===== config.mk =====
export PLATFORM = sky130hd
export DESIGN_NAME = load_store_unit
export DESIGN_NICKNAME = d
export VERILOG_FILES = /design/src/rtl/load_store_unit.sv
export SDC_FILE = /design/constraint.sdc
export NUM_CORES = 1
export LEC_CHECK = 0
export CORE_MARGIN = 3
export CORE_UTILIZATION = 40
export DETAILED_ROUTE_END_ITERATION = 10
export PLACE_DENSITY = 0.76
export SYNTH_ARGS = -nofsm -noshare
export SYNTH_HDL_FRONTEND = slang
export SYNTH_SLANG_ARGS = --single-unit

===== constraint.sdc =====
create_clock -name clk -period 4.35 [get_ports clk]
set_clock_uncertainty 0.2 [all_clocks]
set_input_delay 0.87 -clock clk [delete_from_list [all_inputs] [get_ports clk]]
set_output_delay 0.87 -clock clk [all_outputs]
set_load 0.02 [all_outputs]

===== src/rtl/load_store_unit.sv =====
// load_store_unit: memory-access stage in front of the 64x64 data memory.
// One request in flight: EA range check, one-cycle access, held response.
module load_store_unit #(
   parameter int ADDR_W = 6,
   parameter int DATA_W = 64,
   parameter int OFF_W  = 16
) (
   input  logic              clk,
   input  logic              rst_n,
   input  logic              req_valid,
   output logic              req_ready,
   input  logic              req_we,
   input  logic [DATA_W-1:0] req_base,
   input  logic [OFF_W-1:0]  req_offset,
   input  logic [DATA_W-1:0] req_wdata,
   output logic              rsp_valid,
   input  logic              rsp_ready,
   output logic [DATA_W-1:0] rsp_rdata,
   output logic              rsp_fault,
   output logic [ADDR_W-1:0] d_mem_addr,
   output logic              d_mem_we,
   output logic [DATA_W-1:0] d_mem_data_in,
   input  logic [DATA_W-1:0] d_mem_data_out
);

   localparam logic [1:0] IDLE   = 2'd0;
   localparam logic [1:0] ACCESS = 2'd1;
   localparam logic [1:0] RESP   = 2'd2;

   logic [1:0]        state_q, state_d;
   logic              we_q, we_d;
   logic [ADDR_W-1:0] addr_q, addr_d;
   logic [DATA_W-1:0] wdata_q, wdata_d;
   logic [DATA_W-1:0] rdata_q, rdata_d;
   logic              fault_q, fault_d;
   logic [DATA_W-1:0] ea;
   logic              ea_fault;

   // effective address wraps modulo 2^DATA_W; any upper bit set is out of range
   assign ea = req_base
             + {{(DATA_W-OFF_W){req_offset[OFF_W-1]}}, req_offset};
   assign ea_fault = |ea[DATA_W-1:ADDR_W];

   // next-state: accept in IDLE, one access cycle, hold response until taken
   always_comb begin
      state_d = state_q;
      we_d    = we_q;
      addr_d  = addr_q;
      wdata_d = wdata_q;
      rdata_d = rdata_q;
      fault_d = fault_q;
      unique case (state_q)
         IDLE: begin
            if (req_valid) begin
               we_d    = req_we;
               rdata_d = '0;
               if (ea_fault) begin
                  fault_d = 1'b1;
                  state_d = RESP;
               end else begin
                  fault_d = 1'b0;
                  addr_d  = ea[ADDR_W-1:0];
                  wdata_d = req_wdata;
                  state_d = ACCESS;
               end
            end
         end
         ACCESS: begin
            rdata_d = we_q ? '0 : d_mem_data_out;
            fault_d = 1'b0;
            state_d = RESP;
         end
         RESP: begin
            if (rsp_ready) state_d = IDLE;
         end
         default: state_d = IDLE;
      endcase
   end

   // state registers with synchronous active-low reset
   always_ff @(posedge clk) begin
      if (!rst_n) begin
         state_q <= IDLE;
         we_q    <= 1'b0;
         addr_q  <= '0;
         wdata_q <= '0;
         rdata_q <= '0;
         fault_q <= 1'b0;
      end else begin
         state_q <= state_d;
         we_q    <= we_d;
         addr_q  <= addr_d;
         wdata_q <= wdata_d;
         rdata_q <= rdata_d;
         fault_q <= fault_d;
      end
   end

   assign req_ready     = (state_q == IDLE);
   assign rsp_valid     = (state_q == RESP);
   assign rsp_rdata     = rdata_q;
   assign rsp_fault     = fault_q;
   assign d_mem_addr    = addr_q;
   assign d_mem_data_in = wdata_q;
   // rst_n gate keeps a reset during ACCESS from writing memory
   assign d_mem_we      = (state_q == ACCESS) & we_q & rst_n;

endmodule

==> results of run 1 <==
## power groups by stage
stage,Combinational (mW),Sequential [mW],Clock (mW)
floorplan,0.617,1.30,0
global placement,1.40,1.30,0
detailed placement,1.41,1.30,0
CTS,1.64,1.27,1.55
global route,1.82,1.27,1.60
finish,1.72,1.27,1.55
## layout by cell type (no fill, tap or decap), drive strengths merged, types with 15 or more instances in the layout
master	instances
a21o	15
a21oi	173
a22oi	67
buf	399
clkbuf	19
clkdlybuf4s50	299
dfxtp	138
dlygate4sd2	24
ha	63
inv	28
nand2	95
nand3	90
nand4	35
nor2	131
nor3	21
o21ai	133
xnor2	22
## sequential cells by signal, indices dropped and copies added (netlist names)
register,flops
d_mem_addr,6
d_mem_data_in,64
rsp_fault,1
rsp_rdata,64
state_q,2
we_q,1
## final timing paths
path | start | end | slack, ps | cells past startpoint
setup / recovery | req_offset[15] | d_mem_data_in[18]$_SDFFE_PN0P_ | -390 | 22
hold / removal | d_mem_data_in[43]$_SDFFE_PN0P_ | d_mem_data_in[43]$_SDFFE_PN0P_ | 280 | 2
setup reg to reg | state_q[0]$_SDFFE_PN0P_ | rsp_rdata[62]$_SDFFE_PN0P_ | 1770 | 5
hold reg to reg | d_mem_data_in[43]$_SDFFE_PN0P_ | d_mem_data_in[43]$_SDFFE_PN0P_ | 280 | 2
## cell type report
class	count	area share [%]
clock buffers	17	2.33
clock inverters	15	1.05
inverters	18	0.383
multi-input cells	1037	42.3
flip-flops and latches	138	15.1
well taps	313	2.14
repair buffers	734	36.6
## cells in the mapped netlist, drive strengths merged, types with 3 or more instances
cell type,n
a21oi,173
dfxtp,138
o21ai,133
nor2,131
nand2,95
nand3,90
clkbuf,68
a22oi,67
ha,63
nand4,35
buf,23
xnor2,22
nor3,21
inv,18
a21o,15
nor4,14
o21a,14
o21bai,14
xor2,14
nand2b,11
a211oi,10
a31oi,9
and3,7
and4,7
mux2i,7
o22ai,7
o211ai,6
nor2b,5
o2111ai,5
o31ai,5
or3,5
or4,5
a221oi,4
o311ai,4
a211o,3
a21boi,3
nor3b,3
o221ai,3
or2,3
## per-layer routing
metal  up-vias  part of all wire (%)  global-route usage (%)  wire length (microns)
li1       6124                     -                       -                      -
met4         0                   6.0                    20.3                   3050
met2       796                    48                    64.2                  24700
met3       217                   7.9                    7.47                   4030
met5         -                     0                       0                      0
met1      6558                    38                    44.1                  19300
## cell families after synthesis
logic type / count (synthesis) / share of synthesized area [%]
buffers and inverters: 109 / 4.68
adders and majority gates: 64 / 8.49
xor gates and xnor gates: 36 / 3.31
muxes: 9 / 0.973
and+or+nand+nor: 435 / 21.9
DFF: 138 / 29.0
AOI/OAI and AO/OA: 493 / 31.6
## worst max-delay path, stage by stage
cell                      delay (ps)
sky130_fd_sc_hd__buf_8           130
sky130_fd_sc_hd__buf_12          150
sky130_fd_sc_hd__buf_4           140
sky130_fd_sc_hd__ha_4            280
sky130_fd_sc_hd__buf_4           140
sky130_fd_sc_hd__nand2_1          90
sky130_fd_sc_hd__o21ai_1         190
sky130_fd_sc_hd__buf_4           160
sky130_fd_sc_hd__inv_1            60
sky130_fd_sc_hd__a31oi_2         260
sky130_fd_sc_hd__a31oi_2         170
sky130_fd_sc_hd__nor3_1          250
sky130_fd_sc_hd__buf_4           160
sky130_fd_sc_hd__o22ai_1          70
sky130_fd_sc_hd__or4_4           550
sky130_fd_sc_hd__nor4_4          250
sky130_fd_sc_hd__and4_4          290
sky130_fd_sc_hd__buf_12          140
sky130_fd_sc_hd__buf_8           120
sky130_fd_sc_hd__buf_6           100
sky130_fd_sc_hd__nand3_2          60
sky130_fd_sc_hd__a21oi_1         220
## per-stage QoR
| step | total power, mW | area (sq um) |
|---|---|---|
| 2_1_floorplan | 1.91 | 9640 |
| 3_5_place_dp | 2.71 | 15700 |
| 3_3_place_gp | 2.70 | 15700 |
| 5_1_grt | 4.69 | 18300 |
| 4_1_cts | 4.46 | 18100 |
| 6_report | 4.54 | 18300 |
## timing repair
item | CTS | global route
gates cloned | 7 | 1
setup buffers | 45 | 3
pin swaps | 125 | 29
gates resized for setup | 406 | 38
endpoints found under the setup margin | 73 | 73
==> run metrics, run 1 <==
clock transition at the registers of the reported paths=70 ps; setup violators final=73; result of the run=finished, violations left; post-DR wirelength/cell=22.5 microns; core area=0.0230 sq mm; share of final-layout standard cells stronger than drive strength 1=33.8%; category of the worst setup path launch point=input pin; area of the multi-input gates=0.00773 sq mm; Critical Path Fanout Max=6; Cells after Synth=1284; worst slew margin relative to its limit=31.8%; TritonCTS clock tree=done; timing-limited maximum frequency=211 MHz; fraction of the cycle the final worst path needs=109%; path category of the worst min-delay check=reg -> reg; aggregate global-route resource usage=37.5%; clk sink count=138; sequential cell area in the final layout=0.00276 sq mm; pin count of the biggest net entering global routing=78; data required time of the critical path=4490 ps; dpl ws=-1080 ps; VDD IR max=0.276 mV; number of max-slew violations in the final report=0; final cell count without fillers=2272; fraction of the core area covered by cells at the end of the flow=79.5%; crit path setup slack, layout=-393 ps; setup TNS=-21850 ps; P_sw=1.53 mW; fill count=1542; Die Span X=160 microns; Post-synth ARST share=0%; failing checks=setup timing; via count of the first global-routing pass=13800; post-synthesis cell type with the largest combined area=sky130_fd_sc_hd__dfxtp_1; endpoint kind of the worst setup timing path=flip-flop; count of vias placed by the detailed router=13700; CTS Buf Count=17; number of remaining DRC errors=0; final worst hold slack=277 ps; final weighted congestion in routability-driven placement=0.997; count of hold buffers inserted by post-cts repair=0; placed cells=2186; placement row count=55; LEAKAGE=6.92 nW; area delta synth->final=92.0%; sum of overflow across all layers after global routing=0; vertical die dimension=160 microns; Antenna Diode Count=0; antenna violations before repair=0; number of nets produced by synthesis=1561; top post-synthesis cells by area=sky130_fd_sc_hd__dfxtp_1 (29%), sky130_fd_sc_hd__a21oi_1 (9.1%), sky130_fd_sc_hd__ha_1 (8.3%), sky130_fd_sc_hd__o21ai_0 (6.8%), sky130_fd_sc_hd__a22oi_1 (5.3%); WS Path Type=in -> reg; Die Footprint=0.0257 sq mm; Port Buffer Count=350; via density per instance=6.03; count of flip-flops with a built-in enable after synthesis=0; average cell area after synthesis=7.41 sq um; number of search-and-repair iterations in the first detailed-routing pass=6; # Max-Cap Violations=0; buffer depth of the longest clock path=2; Yosys top cell area share=29.0%; Yosys warning count=0; sum of net half-perimeters after detailed placement=35.9 mm; power density over cell area=249 mW/mm^2; Clk network pwr share=34.2%; global-route wire length before repair=77.5 mm; combinational cell fraction of total power=37.9%; # H-tree levels=4; Post-Syn Area=0.00952 sq mm; arrival time at the worst endpoint=4880 ps; unrepaired setup endpoints after global routing=yes; drt total wl=51.1 mm; time the worst path needs with I/O delays and setup=4740 ps; transition time at the pin with the least slew margin=1020 ps; number of routed nets with antenna violations=0; Root Driver=sky130_fd_sc_hd__clkbuf_16; count of pins on the block boundary=351; clock latency reported for the late side of the worst-skew pair=420 ps; initial cell density of the core=41.4%; Int Pwr=3.01 mW; library cells used by synthesis=71; Seq/Total Area, Yosys=29.0%; share of total power consumed by net switching=33.7%; count of nets after finishing=2223; drt first-iter violations=1578; sequential share of power=27.9%; Fin. Hold Viols=0; #FFs+latches synth=138; top flip-flop cell by instance count after synthesis=sky130_fd_sc_hd__dfxtp_1
No activity file was read; power rests on OpenSTA's default activity.
==> run 2: changes to the inputs <==
Settings changed: CORE_MARGIN 3 to 4.
==> run metrics, run 2 (same netlist as run 1, synthesis figures left out) <==
pin count of the biggest net entering global routing=72; Root Driver=sky130_fd_sc_hd__clkbuf_16; unrepaired setup endpoints after global routing=yes; drt first-iter violations=1618; worst slew margin relative to its limit=39.4%; count of pins on the block boundary=351; number of search-and-repair iterations in the first detailed-routing pass=6; Clk network pwr share=31.7%; CP Buf/Inv Count=7; final weighted congestion in routability-driven placement=1.04; sum of overflow across all layers after global routing=0; aggregate global-route resource usage=36.7%; Cell Chain, Critical Path=buf_12, buf_12, buf_12, ha_4, buf_4, nand4_1, nor3_2, buf_4, nand2b_4, and3_4, o211ai_1, o21a_1, o22ai_2, or4_4, nor4_4, and4_4, buf_12, buf_12, nand3_1, a21oi_2; sum of net half-perimeters after detailed placement=36.8 mm; initial cell density of the core=40.6%; P_sw=1.51 mW; Port Buffer Count=350; setup TNS=-20290 ps; time the worst path needs with I/O delays and setup=4770 ps; count of vias placed by the detailed router=13800; path category of the worst min-delay check=reg -> reg; category of the worst setup path launch point=input pin; arrival time at the worst endpoint=4910 ps; Die Span X=162 microns; sequential share of power=28.5%; area delta synth->final=93.6%; LEAKAGE=7.05 nW; share of final-layout standard cells stronger than drive strength 1=34.1%; TritonCTS clock tree=done; clock transition at the registers of the reported paths=70 ps; global-route wire length before repair=75.8 mm; transition time at the pin with the least slew margin=907 ps; # Max-Cap Violations=0; most frequent cells in the layout=sky130_fd_sc_hd__buf_4 (356), sky130_fd_sc_hd__clkdlybuf4s50_1 (303), sky130_fd_sc_hd__dfxtp_1 (138), sky130_fd_sc_hd__nor2_1 (124), sky130_fd_sc_hd__a21oi_1 (124); Worst path most repeated cell=sky130_fd_sc_hd__buf_12; CTS Buf Count=17; setup violators final=73; timing-limited maximum frequency=209 MHz; data required time of the critical path=4480 ps; largest stage delay on the critical path=550 ps; via count of the first global-routing pass=13400; failing checks=setup timing; count of nets after finishing=2241; Fin. Hold Viols=0; fraction of the cycle the final worst path needs=110%; Crit path max-delay family=simple AND/OR/NAND/NOR gates; instance area at placement=0.0157 sq mm; share of total power consumed by net switching=34.1%; Int Pwr=2.93 mW; number of routed nets with antenna violations=0; most common cell after layout, fill and taps aside=sky130_fd_sc_hd__buf_4; core area=0.0235 sq mm; WS Path Type=in -> reg; count of hold buffers inserted by post-cts repair=0; placement row count=56; number of max-slew violations in the final report=0; Critical Path Fanout Max=17; endpoint kind of the worst setup timing path=flip-flop; CP max stage cell=sky130_fd_sc_hd__or4_4; fraction of the core area covered by cells at the end of the flow=78.5%; via density per instance=6.02; drt total wl=52.9 mm; number of remaining DRC errors=0; clk sink count=138; result of the run=finished, violations left; combinational cell fraction of total power=39.8%; buffer depth of the longest clock path=2; clock latency reported for the late side of the worst-skew pair=420 ps; Die Footprint=0.0263 sq mm; VDD IR max=0.204 mV; Non-Filler Cell Area, Final=0.0184 sq mm; power density over cell area=241 mW/mm^2; post-DR wirelength/cell=23.0 microns; antenna violations before repair=2; crit path setup slack, layout=-424 ps; # H-tree levels=4; vertical die dimension=162 microns
-- run 2: cell types whose count changed in the layout (fill, tap and decap cells not counted), moves of 6 or more --
cell / delta
sky130_fd_sc_hd__nand3_2: -7
sky130_fd_sc_hd__nand3_1: +8
sky130_fd_sc_hd__clkbuf_2: +11
sky130_fd_sc_hd__buf_2: -14
sky130_fd_sc_hd__buf_4: +13
sky130_fd_sc_hd__o21ai_0: +9
sky130_fd_sc_hd__o21ai_1: -15
sky130_fd_sc_hd__dlymetal6s2s_1: +6
-- run 2: metrics by stage --
step                      hold slack [ps]  setup slack (ps)  power, mW  instances
after floorplan                       245             -91.3       1.91       1284
after global placement                258              -987       2.72       2191
after detailed placement              267             -1140       2.73       2191
after CTS                             268              -205       4.31       2274
after global routing                  288              -512       4.61       2297
final                                 269              -424       4.45       2297
-- run 2: metal layers --
layer | part of all wire, % | routed length [microns] | GRT usage (%) | vias up
li1 | - | - | - | 6186
met1 | 38 | 20200 | 43.8 | 6543
met2 | 46 | 24300 | 60.5 | 836
met3 | 9.2 | 4850 | 10.0 | 261
met4 | 6.8 | 3600 | 18.8 | 2
met5 | 0.019 | 10 | 0 | -
-- run 2: worst paths after layout --
kind,startpoint,end,slack [ps],cells past startpoint
worst max-delay path,req_offset[15],d_mem_data_in[17]$_SDFFE_PN0P_,-420,20
worst min-delay path,d_mem_data_in[0]$_SDFFE_PN0P_,d_mem_data_in[0]$_SDFFE_PN0P_,270,2
worst max register to register,state_q[0]$_SDFFE_PN0P_,d_mem_data_in[17]$_SDFFE_PN0P_,1820,5
worst min register to register,d_mem_data_in[0]$_SDFFE_PN0P_,d_mem_data_in[0]$_SDFFE_PN0P_,270,2
-- run 2: area by class of cell --
cell class / count / area [sq um]
Inverter: 18 / 70.1
Clock buffer: 21 / 460
Antenna cell: 1 / 2.50
Multi-Input combinational cell: 1037 / 7730
Timing Repair Buffer: 752 / 6910
Clock inverter: 11 / 98.8
Fill cell: 1565 / 5040
Tap cell: 319 / 399
Sequential cell: 138 / 2760
-- run 2: worst register-to-register path: cells and delay by family (launching register included) --
kind	cells	cell delay, ps
and+or+nand+nor	2	770
DFF	1	420
buffers and inverters	1	590
AOI/OAI and AO/OA	2	450
-- run 2: what timing repair did --
item / in CTS / in global routing
pin swaps: 74 / 46
resized for setup: 279 / 136
setup endpoints to repair: 73 / 73
cloned: 9 / 2
setup buffers: 42 / 23
-- run 2: power by group through the flow --
stage	Sequential (mW)	Clock, mW	Combinational (mW)
final	1.27	1.41	1.77
after global routing	1.27	1.48	1.87
after CTS	1.27	1.41	1.63
after detailed placement	1.30	0	1.43
after global placement	1.30	0	1.43
after floorplan	1.30	0	0.617
==> run 3: changes to the inputs <==
Settings changed: CORE_UTILIZATION 40 to 41, PLACE_DENSITY 0.76 to 0.78.
==> run metrics, run 3 (same netlist as run 1, synthesis figures left out) <==
result of the run=finished, violations left; failing checks=setup timing; initial cell density of the core=41.9%; most common cell after layout, fill and taps aside=sky130_fd_sc_hd__buf_4; LEAKAGE=6.77 nW; R2R depth=5; via count of the first global-routing pass=12700; worst slew margin relative to its limit=39.1%; core area=0.0227 sq mm; drt total wl=47.8 mm; timing-limited maximum frequency=207 MHz; pin count of the biggest net entering global routing=81; crit path setup slack, layout=-488 ps; number of max-slew violations in the final report=0; via density per instance=6.00; arrival time at the worst endpoint=4930 ps; sequential cell area in the final layout=0.00276 sq mm; Fin. Hold Viols=0; number of search-and-repair iterations in the first detailed-routing pass=6; count of hold buffers inserted by post-cts repair=0; final weighted congestion in routability-driven placement=1.02; Die Span X=160 microns; clock latency reported for the late side of the worst-skew pair=410 ps; setup TNS=-28390 ps; data required time of the critical path=4440 ps; antenna violations before repair=1; path category of the worst min-delay check=reg -> reg; final cell count without fillers=2218; clock transition at the registers of the reported paths=70 ps; Critical Path Fanout Max=16; dpl ws=-1260 ps; share of final-layout standard cells stronger than drive strength 1=28.5%; drt first-iter violations=1574; # H-tree levels=4; WS Path Type=in -> reg; fill count=1575; category of the worst setup path launch point=input pin; power density over cell area=248 mW/mm^2; sum of net half-perimeters after detailed placement=35.1 mm; clk sink count=138; Root Driver=sky130_fd_sc_hd__clkbuf_16; area of the multi-input gates=0.00726 sq mm; transition time at the pin with the least slew margin=913 ps; hold path depth=2; endpoint kind of the worst setup timing path=flip-flop; buffer depth of the longest clock path=2; vertical die dimension=160 microns; sum of overflow across all layers after global routing=0; fraction of the cycle the final worst path needs=111%; number of remaining DRC errors=0; setup violators final=73; Port Buffer Count=350; area delta synth->final=83.7%; TritonCTS clock tree=done; placement row count=55; Die Footprint=0.0257 sq mm; placed cells=2144; count of pins on the block boundary=351; CTS Buf Count=17; post-DR wirelength/cell=21.5 microns; unrepaired setup endpoints after global routing=yes; time the worst path needs with I/O delays and setup=4840 ps; global-route wire length before repair=70.7 mm; aggregate global-route resource usage=34.1%; count of vias placed by the detailed router=13300; # Max-Cap Violations=0; VDD IR max=0.233 mV; count of nets after finishing=2196; most frequent cells in the layout=sky130_fd_sc_hd__buf_4 (335), sky130_fd_sc_hd__clkdlybuf4s50_1 (312), sky130_fd_sc_hd__a21oi_1 (138), sky130_fd_sc_hd__dfxtp_1 (138), sky130_fd_sc_hd__nor2_1 (122); number of routed nets with antenna violations=0; final worst hold slack=270 ps
[run 3: changes by cell type in the layout (fill, tap and decap cells not counted), moves of 7 or more]
cell and delta:
sky130_fd_sc_hd__clkdlybuf4s50_1 +9, sky130_fd_sc_hd__nand3_1 +7, sky130_fd_sc_hd__ha_4 -13, sky130_fd_sc_hd__a21oi_2 -9, sky130_fd_sc_hd__ha_1 +15, sky130_fd_sc_hd__clkbuf_2 -11
sky130_fd_sc_hd__nand2_2 -7, sky130_fd_sc_hd__buf_12 -9, sky130_fd_sc_hd__nand2_1 +8, sky130_fd_sc_hd__o21ai_1 +15, sky130_fd_sc_hd__o21ai_2 -18, sky130_fd_sc_hd__buf_6 -15
sky130_fd_sc_hd__buf_4 -21, sky130_fd_sc_hd__a21oi_1 +14
[run 3: path summary, 6_finish.rpt]
path         slack, ps                           start                             end
max               -490                    req_base[20]  d_mem_data_in[61]$_SDFFE_PN0P_
min                270  d_mem_data_in[26]$_SDFFE_PN0P_  d_mem_data_in[26]$_SDFFE_PN0P_
max reg2reg       1920         state_q[0]$_SDFFE_PN0P_      rsp_rdata[13]$_SDFFE_PN0P_
min reg2reg        270  d_mem_data_in[26]$_SDFFE_PN0P_  d_mem_data_in[26]$_SDFFE_PN0P_
[run 3: layout make-up]
class / instances / share of cell area, %
Antenna cell: 1 / 0.0143
Clock buffer: 17 / 2.43
Clock inverter: 15 / 0.973
Inverter: 18 / 0.401
Multi-Input combinational cell: 1037 / 41.5
Sequential cell: 138 / 15.8
Tap cell: 285 / 2.04
Timing Repair Buffer: 707 / 36.8
[run 3: power by group]
part	internal [mW]	switching, mW
Combinational	0.790	0.798
Sequential	1.26	0.00196
Clock	0.822	0.665
Total	2.88	1.47
[run 3: critical path, stage by stage]
cell                              delay, ps
sky130_fd_sc_hd__clkdlybuf4s50_1        450
sky130_fd_sc_hd__ha_4                   300
sky130_fd_sc_hd__buf_4                  140
sky130_fd_sc_hd__nand4_4                 80
sky130_fd_sc_hd__or3_4                  360
sky130_fd_sc_hd__buf_4                  170
sky130_fd_sc_hd__o31a_1                 300
sky130_fd_sc_hd__nor3_4                 220
sky130_fd_sc_hd__a311o_1                190
sky130_fd_sc_hd__o211ai_1                80
sky130_fd_sc_hd__or4_4                  530
sky130_fd_sc_hd__nor4_4                 300
sky130_fd_sc_hd__nand4_1                140
sky130_fd_sc_hd__buf_6                  170
sky130_fd_sc_hd__bufbuf_16              300
sky130_fd_sc_hd__o21ai_1                200
sky130_fd_sc_hd__a21oi_1                120
[run 3: repair_timing]
item,4_1_cts,5_1_grt
buffers inserted,24,9
cloned,5,3
gates resized for setup,164,102
pin swaps,86,60
setup endpoints to repair,73,73
endpoints found under the hold margin,0,0
[run 3: through the flow]
| step | power (mW) | util [%] | instance area, sq um |
|---|---|---|---|
| 3_3_place_gp | 2.68 | 68.3 | 15500 |
| 4_1_cts | 4.25 | 74.6 | 16900 |
| 6_report | 4.34 | 77.0 | 17500 |
| 3_5_place_dp | 2.69 | 68.3 | 15500 |
| 5_1_grt | 4.51 | 77.0 | 17500 |
| 2_1_floorplan | 1.91 | - | 9640 |
[run 3: routing by layer]
metal  vias up  part of all wire [%]  GRT usage (%)  wire [microns]
met5         -                     0              0               0
met4         0                   4.0           11.6            1900
met3       131                   8.6           7.26            4100
met2       783                    48           58.6           23000
met1      6311                    39           42.6           18800
li1       6086                     -              -               -
